[src/rtl/reg_dump_display.sv]
// Register-file dump sequencer: steps a register file out to LEDs chunk by chunk on step_tick
// and drives an 8-digit multiplexed 7-segment display. Define REG_DUMP_LOOP_EN to repeat the dump forever.
module reg_dump_display #(
  parameter int DATA_W   = 32,
  parameter int LED_W    = 16,
  parameter int NREGS    = 32,
  parameter int ADDR_W   = 5,
  parameter int SCAN_DIV = 1000
) (
  input  logic              clk,
  input  logic              reset,
  input  logic              step_tick,
  input  logic              pause,
  input  logic              done,
  input  logic [DATA_W-1:0] reg_data,
  output logic [ADDR_W-1:0] reg_addr,
  output logic [LED_W-1:0]  led,
  output logic [7:0]        anode,
  output logic [6:0]        cathode,
  output logic              dp
);

  localparam int CHUNKS  = DATA_W / LED_W;
  localparam int CHUNK_W = (CHUNKS > 1) ? $clog2(CHUNKS) : 1;
  localparam int SCAN_W  = (SCAN_DIV > 1) ? $clog2(SCAN_DIV) : 1;

  typedef enum logic [2:0] {IDLE, MARK, LOAD, SHOW, FIN} state_t;

  state_t              r_state, w_state_nxt;
  logic [ADDR_W-1:0]   r_addr, w_addr_nxt;
  logic [CHUNK_W-1:0]  r_chunk, w_chunk_nxt, w_chunk_dn;
  logic [LED_W-1:0]    r_led, w_led_nxt;
  logic                w_tick;

  assign w_tick     = step_tick & ~pause;
  assign w_chunk_dn = r_chunk - CHUNK_W'(1);

  always_ff @(posedge clk) begin
    if (reset) begin
      r_state <= IDLE;
      r_addr  <= '0;
      r_chunk <= '0;
      r_led   <= '1;
    end else begin
      r_state <= w_state_nxt;
      r_addr  <= w_addr_nxt;
      r_chunk <= w_chunk_nxt;
      r_led   <= w_led_nxt;
    end
  end

  always_comb begin
    w_state_nxt = r_state;
    w_addr_nxt  = r_addr;
    w_chunk_nxt = r_chunk;
    w_led_nxt   = r_led;
    if (!done) begin
      // Losing done aborts the dump from any state; the register file may be changing.
      w_state_nxt = IDLE;
      w_addr_nxt  = '0;
      w_chunk_nxt = '0;
      w_led_nxt   = '1;
    end else begin
      case (r_state)
        IDLE: begin
          w_led_nxt = '1;
          if (w_tick) w_state_nxt = MARK;
        end
        MARK: begin
          w_led_nxt = '1;
          if (w_tick) begin
            w_state_nxt = LOAD;
            w_addr_nxt  = '0;
          end
        end
        LOAD: begin
          // reg_addr settled last clk, so reg_data is valid now regardless of pause.
          w_led_nxt   = reg_data[DATA_W-1 -: LED_W];
          w_chunk_nxt = CHUNK_W'(CHUNKS - 1);
          w_state_nxt = SHOW;
        end
        SHOW: begin
          if (w_tick) begin
            if (CHUNKS > 1 && r_chunk != '0) begin
              w_chunk_nxt = w_chunk_dn;
              w_led_nxt   = reg_data[w_chunk_dn*LED_W +: LED_W];
            end else if (r_addr != ADDR_W'(NREGS - 1)) begin
              w_addr_nxt  = r_addr + ADDR_W'(1);
              w_state_nxt = LOAD;
            end else begin
`ifdef REG_DUMP_LOOP_EN
              w_addr_nxt  = '0;
              w_state_nxt = LOAD;
`else
              w_led_nxt   = '0;
              w_state_nxt = FIN;
`endif
            end
          end
        end
        FIN: w_led_nxt = '0;
        default: w_state_nxt = IDLE;
      endcase
    end
  end

  assign reg_addr = r_addr;
  assign led      = r_led;
  assign dp       = (r_state != FIN);

  // Digit scan: r_digit is the digit currently lit, r_digit_nxt the one lit at the next wrap.
  logic [SCAN_W-1:0] r_scan_cnt;
  logic [2:0]        r_digit, r_digit_nxt;
  logic              r_lit;
  logic [7:0]        r_anode;

  always_ff @(posedge clk) begin
    if (reset) begin
      r_scan_cnt  <= '0;
      r_digit     <= '0;
      r_digit_nxt <= '0;
      r_lit       <= 1'b0;
      r_anode     <= 8'hFF;
    end else if (r_scan_cnt == SCAN_W'(SCAN_DIV - 1)) begin
      r_scan_cnt  <= '0;
      r_digit     <= r_digit_nxt;
      r_digit_nxt <= r_digit_nxt + 3'd1;
      r_lit       <= 1'b1;
      r_anode     <= ~(8'd1 << r_digit_nxt);
    end else begin
      r_scan_cnt  <= r_scan_cnt + SCAN_W'(1);
    end
  end

  assign anode = r_anode;

  logic [15:0] w_led16;
  logic [7:0]  w_addr8;
  logic [3:0]  w_chunk4;
  logic [3:0]  w_nib;
  logic        w_blank;
  logic        w_hide_pos;
  logic [6:0]  w_seg;

  always_comb begin
    w_led16 = '0;
    for (int i = 0; i < LED_W && i < 16; i++) w_led16[i] = r_led[i];
  end

  assign w_addr8    = 8'(r_addr);
  assign w_chunk4   = 4'(r_chunk);
  assign w_hide_pos = (r_state == IDLE) || (r_state == MARK);

  always_comb begin
    w_nib   = 4'h0;
    w_blank = 1'b0;
    case (r_digit)
      3'd0: w_nib = w_led16[3:0];
      3'd1: w_nib = w_led16[7:4];
      3'd2: w_nib = w_led16[11:8];
      3'd3: w_nib = w_led16[15:12];
      3'd4: begin w_nib = w_chunk4;     w_blank = w_hide_pos; end
      3'd5: w_blank = 1'b1;
      3'd6: begin w_nib = w_addr8[3:0]; w_blank = w_hide_pos; end
      3'd7: begin w_nib = w_addr8[7:4]; w_blank = w_hide_pos; end
      default: w_blank = 1'b1;
    endcase
  end

  always_comb begin
    w_seg = 7'h7F;
    case (w_nib)
      4'h0: w_seg = 7'b0000001;
      4'h1: w_seg = 7'b1001111;
      4'h2: w_seg = 7'b0010010;
      4'h3: w_seg = 7'b0000110;
      4'h4: w_seg = 7'b1001100;
      4'h5: w_seg = 7'b0100100;
      4'h6: w_seg = 7'b0100000;
      4'h7: w_seg = 7'b0001111;
      4'h8: w_seg = 7'b0000000;
      4'h9: w_seg = 7'b0000100;
      4'hA: w_seg = 7'b0001000;
      4'hB: w_seg = 7'b1100000;
      4'hC: w_seg = 7'b0110001;
      4'hD: w_seg = 7'b1000010;
      4'hE: w_seg = 7'b0110000;
      4'hF: w_seg = 7'b0111000;
      default: w_seg = 7'h7F;
    endcase
  end

  assign cathode = (!r_lit || w_blank) ? 7'h7F : w_seg;

endmodule
[config.mk]
export PLATFORM = sky130hd
export DESIGN_NAME = reg_dump_display
export DESIGN_NICKNAME = d
export VERILOG_FILES = /design/src/rtl/reg_dump_display.sv
export SDC_FILE = /design/constraint.sdc
export NUM_CORES = 1
export LEC_CHECK = 0
export ABC_AREA = 1
export BUFFER_PORTS_ARGS = -buffer_cell sky130_fd_sc_hd__buf_2
export CAP_MARGIN = 30
export CORE_MARGIN = 1
export CORE_UTILIZATION = 42
export DETAILED_ROUTE_END_ITERATION = 6
export HOLD_SLACK_MARGIN = 0.02
export PLACE_DENSITY = 0.76
export SKIP_CTS_REPAIR_TIMING = 1
export SYNTH_ARGS = -nofsm -noshare
export SYNTH_HDL_FRONTEND = slang
export SYNTH_SLANG_ARGS = --single-unit
[constraint.sdc]
create_clock -name clk -period 2.2 [get_ports clk]
set_input_delay 0.44 -clock clk [delete_from_list [all_inputs] [get_ports clk]]
set_output_delay 0.44 -clock clk [all_outputs]
set_load 0.05 [all_outputs]
Word level (Yosys, flattened, before mapping)
Memories as Yosys holds them, arrays and structs flattened.
Index checks and enable logic that the tools add are counted.
{"block": "classes", "addsub": 4, "eq_ne": 20, "shifts": 2, "n_mux": 21, "bitwise": 5, "n_reduce_logical": 16}
{"op": "one-hot mux 16 bit (4 select lines)", "count": 1}
{"op": "two-way mux 16 bit", "count": 3}
{"op": "variable part select 32 x 6 -> 16 bit", "count": 1}
{"op": "one-hot mux 4 bit (7 select lines)", "count": 1}
{"op": "two-way mux 5 bit", "count": 4}
{"op": "equality test 3 bit (second input constant)", "count": 5}
{"op": "two-way mux 3 bit", "count": 5}
{"op": "one-hot mux 3 bit (5 select lines)", "count": 1}
{"op": "equality test 3 x 2 -> 1 bit (second input constant)", "count": 4}
{"op": "adder 10 x 1 -> 10 bit (second input constant)", "count": 1}
{"op": "equality test 10 bit (second input constant)", "count": 1}
{"op": "!= test 2 bit (second input constant)", "count": 5}
{"op": "one-hot mux 5 bit (2 select lines)", "count": 1}
{"op": "AND reduction 5 bit", "count": 2}
{"op": "NOT 8 bit", "count": 1}
{"op": "left shift 1 x 3 -> 8 bit (first input constant)", "count": 1}
{"op": "two-way mux 7 bit", "count": 1}
{"op": "equality test 3 x 1 -> 1 bit (second input constant)", "count": 2}
{"op": "zero test 3 bit", "count": 2}
{"op": "!= test 3 bit (second input constant)", "count": 2}
{"op": "OR reduction 2 bit", "count": 3}
{"op": "adder 5 x 1 -> 5 bit (second input constant)", "count": 1}
{"op": "!= test 5 bit (second input constant)", "count": 1}
{"op": "one-hot mux 1 bit (2 select lines)", "count": 2}
{"op": "12 further kinds", "count": 17}
{"block": "totals", "ff_bits": 50, "mem_bits_ro": 112, "input_bits": 37, "mem_count": 1}
{"name": "(no name shown)", "words": 16, "width": 7, "rd": 1, "rd_ports_with_merged_regs": 0, "wr": 0, "line_no": "172", "rtl": "case (w_nib)"}

Logic depth before layout (Yosys ltp)
{"block": "depth", "ltp_word": 5, "ltp_mapped": 13, "mapped_depth_nobuf": 12}

Worst setup path after synthesis
Ideal clock, no wire load.
{"block": "synth_path", "kind": "reg2out", "from": "register r_addr[1] (netlist: reg_addr[1])", "to": "output cathode[4]", "arrival_ns": 2.159, "t_required_ns": 1.760, "setup_slack_ns": -0.399, "path_stages_with_launch": 8, "path_buffers": 0, "cell_sequence": "dfxtp_1 -> inv_1 -> o21ai_0 -> nor2_1 -> ha_1 -> inv_1 -> o21ai_1 -> o211ai_1"}
{"block": "synth_via", "elab_chain_len": 3}
{"element": "start, declared", "line_no": "30", "rtl": "logic [ADDR_W-1:0] r_addr, w_addr_nxt;"}
{"element": "start signal, assigned", "line_no": "46", "rtl": "r_addr <= w_addr_nxt;"}
{"element": "one-hot mux 4 bit (7 select lines)", "line_no": "157", "rtl": "case (r_digit)"}
{"element": "memory (16 x 7 bit)"}
{"element": "two-way mux 7 bit", "line_no": "193", "rtl": "assign cathode = (!r_lit || w_blank) ? 7'h7F : w_seg;"}
{"element": "end, declared", "line_no": "19", "rtl": "output logic [6:0] cathode,"}
Every way passes these cells.

Worst setup path in the final report
{"block": "layout_path", "from": "register r_digit[1]", "to": "output cathode[0]"}
{"block": "layout_via", "elab_chain_len": 5}
{"element": "start, declared", "line_no": "113", "rtl": "logic [2:0] r_digit, r_digit_nxt;"}
{"element": "start signal, assigned", "line_no": "126", "rtl": "r_digit <= r_digit_nxt;"}
{"element": "parallel branches: the longest is 4 deep, another holds memory (16 x 7 bit)"}
{"element": "two-way mux 7 bit *", "line_no": "193"}
Every way passes the cells marked *.

==> impl_metrics.json <==
{
  "status": "finished, violations left",
  "violations": "setup timing",
  "cts_max_level": 2,
  "worstHoldPathType": "input pin to flip-flop",
  "hpwl_mm": 5.68,
  "slowest_delay_ns": 0.44,
  "whs_path_depth": 2,
  "crit_path_end_kind": "output pin",
  "final_area_um2": 3980,
  "skew_ns": 0.0105,
  "clkLatencyLatePin_ns": 0.31,
  "grt_pass1_wl_mm": 11.9,
  "overflow": 0,
  "area_growth_pct": 32.9,
  "post-place-ws_ns": -0.166,
  "period_share_pct": 115,
  "drt_wl_total_mm": 7.47,
  "final_util_pct": 58.3,
  "drtIter0Drc": 163,
  "slew_headroom_pct": 70.0,
  "wire_per_inst_um": 12.0,
  "clock_sinks": 50,
  "ir_drop_v": 0.000264,
  "path_cells": "nand2_4 > nor2_4 > nand2_1 > nand2_1 > nor2_1 > nand2_1 > inv_2 > buf_6 > ha_4 > o21ai_2 > nor2_1 > nor2_1 > nand2_2 > buf_8",
  "start_util_pct": 43.9,
  "final_cell_mix": "nand2_1 (107), buf_2 (66), dfxtp_1 (38)",
  "p_leak_nw": 1.69,
  "slew_viol_final": 0,
  "synth.distinct_cells": 39,
  "worst_setup_path_start_kind": "flip-flop",
  "r2r-start": "reg_addr[0]",
  "finalSetupViolCount": 7,
  "cts_tree": "yes",
  "die_w_um": 86.5,
  "path_class": "flip-flop to output pin",
  "drtAntennaViolNets": 0,
  "final_common_cell": "nand2_1",
  "avgSynthCellArea_um2": 6.89,
  "core-area_um2": 6830,
  "cp_max_fo": 7,
  "hold_viol_final": 0,
  "crit_path_top_delay_cell": "dfxtp_4",
  "grt_max_degree": 18,
  "reg2regPathDepth": 10,
  "cts-root-buf": "clkbuf_8",
  "drc": 0,
  "grt_antenna_before_repair": 0,
  "io_buffers": 73,
  "synth_cells": 435,
  "synth_nets": 487,
  "vias": 3116,
  "crit_required_ns": 1.76,
  "antenna_cells": 0,
  "maxCapViolCount": 0,
  "grt_pass1_vias": 2735,
  "fp-row-count": 30,
  "yosysSeqAreaShare_pct": 33.4,
  "drive_gt1_share_pct": 34.0,
  "synth_seq_cells": 50,
  "cts_made_buffers": 5,
  "cp-startpoint": "r_digit[1]",
  "via_per_inst": 5.01,
  "powerDensity_nw_per_um2": 453,
  "die-area_um2": 7480,
  "die-height_um": 86.5,
  "rsz0062_at_grt": "yes",
  "nNetsFinal": 577,
  "clock.fmax_ghz": 0.396,
  "synth_warnings": 0,
  "track_usage_pct": 19.6,
  "clkTransAtPathRegs_ns": 0.11,
  "worst_pin_slew_ns": 0.446,
  "crit_arrival_ns": 2.08,
  "netlist_area_um2": 3000,
  "dr.pass1.iters": 4,
  "setup_ws_ns": -0.323,
  "io_pins": 74,
  "hp-start": "reset",
  "clock_path_buffers": 2,
  "final.min_clock_period_ns": 2.52,
  "place_congestion": 0.888,
  "placed_area_um2": 3590
}
-- final cells by class --
class | count | area (µm²)
multi-input combinational | 324 | 1910
clock buffer | 5 | 68.8
sequential | 50 | 1020
tap | 96 | 120
clock inverter | 3 | 48.8
fill | 651 | 2850
inverter | 46 | 180
timing repair buffer | 98 | 636
-- flip-flops by register name, indices dropped and copies added (netlist names) --
register and cells:
anode 8, led 16, reg_addr 5, r_scan_cnt 10, r_digit 3, r_state 3, r_chunk 1, r_lit 1
r_digit_nxt 3
-- cells in the mapped netlist (all sizes together) --
cell type / n / area share [%]
dfxtp: 50 / 33
a211oi: 2 / 0.50
xor2: 2 / 0.58
o211ai: 2 / 0.50
ha: 15 / 6.3
nand4: 13 / 2.9
inv: 46 / 5.8
o21bai: 2 / 0.50
a21oi: 30 / 5.5
or2: 2 / 0.42
nand3: 43 / 7.9
nand2: 119 / 15
o21ai: 47 / 8.1
buf: 13 / 3.2
nor4: 2 / 0.92
nor3: 7 / 1.5
clkbuf: 3 / 0.42
nand3b: 1 / 0.25
nor3b: 1 / 0.42
nor2: 35 / 5.5
-- critical path, delay by kind of cell, from the launching register on --
kind / cells / cell delay [ns]
simple gates: 9 / 0.76
fa+ha+maj: 1 / 0.15
buf+inv: 3 / 0.37
compound gates: 1 / 0.06
flops: 1 / 0.44
-- kinds of logic (layout without fill, tap and decap cells) --
family | after synthesis | in the layout | synth area share [%]
compound gates | 83 | 83 | 15.1
flops | 50 | 50 | 33.4
buf+inv | 62 | 152 | 9.35
xor+xnor | 2 | 2 | 0.585
fa+ha+maj | 15 | 15 | 6.26
simple gates | 223 | 224 | 35.3
-- power breakdown --
part / internal (mW) / leakage (nW) / total (mW) / switching (mW)
logic: 0.0725 / 1.23 / 0.191 / 0.118
registers: 0.915 / 0.406 / 0.929 / 0.0147
clock network: 0.347 / 0.0563 / 0.685 / 0.338
total: 1.33 / 1.69 / 1.80 / 0.471
-- per-layer routing --
layer	track usage (%)	share of wire (%)	vias up
met5	0	0	-
met4	6.21	1.2	0
met3	3.14	3.6	11
met2	33.7	48	71
met1	25.1	47	1414
li1	-	-	1620
-- metrics by stage --
step	cells	TNS (ns)	total power [mW]	hold slack [ns]
2_1_floorplan	435	-0.247	1.07	0.439
3_3_place_gp	608	-0.361	1.13	0.450
3_5_place_dp	608	-0.594	1.13	0.453
4_1_cts	616	-3.05	1.81	0.334
5_1_grt	622	-2.84	1.88	0.343
6_report	622	-2.15	1.80	0.344
-- worst paths after layout --
path                                   end  slack (ns)
worst max-delay path            cathode[0]       -0.32
worst min-delay path                 r_lit        0.34
worst max register to register      led[4]        0.30
worst min register to register    anode[5]        0.48
(Power assumes the default switching activity.)
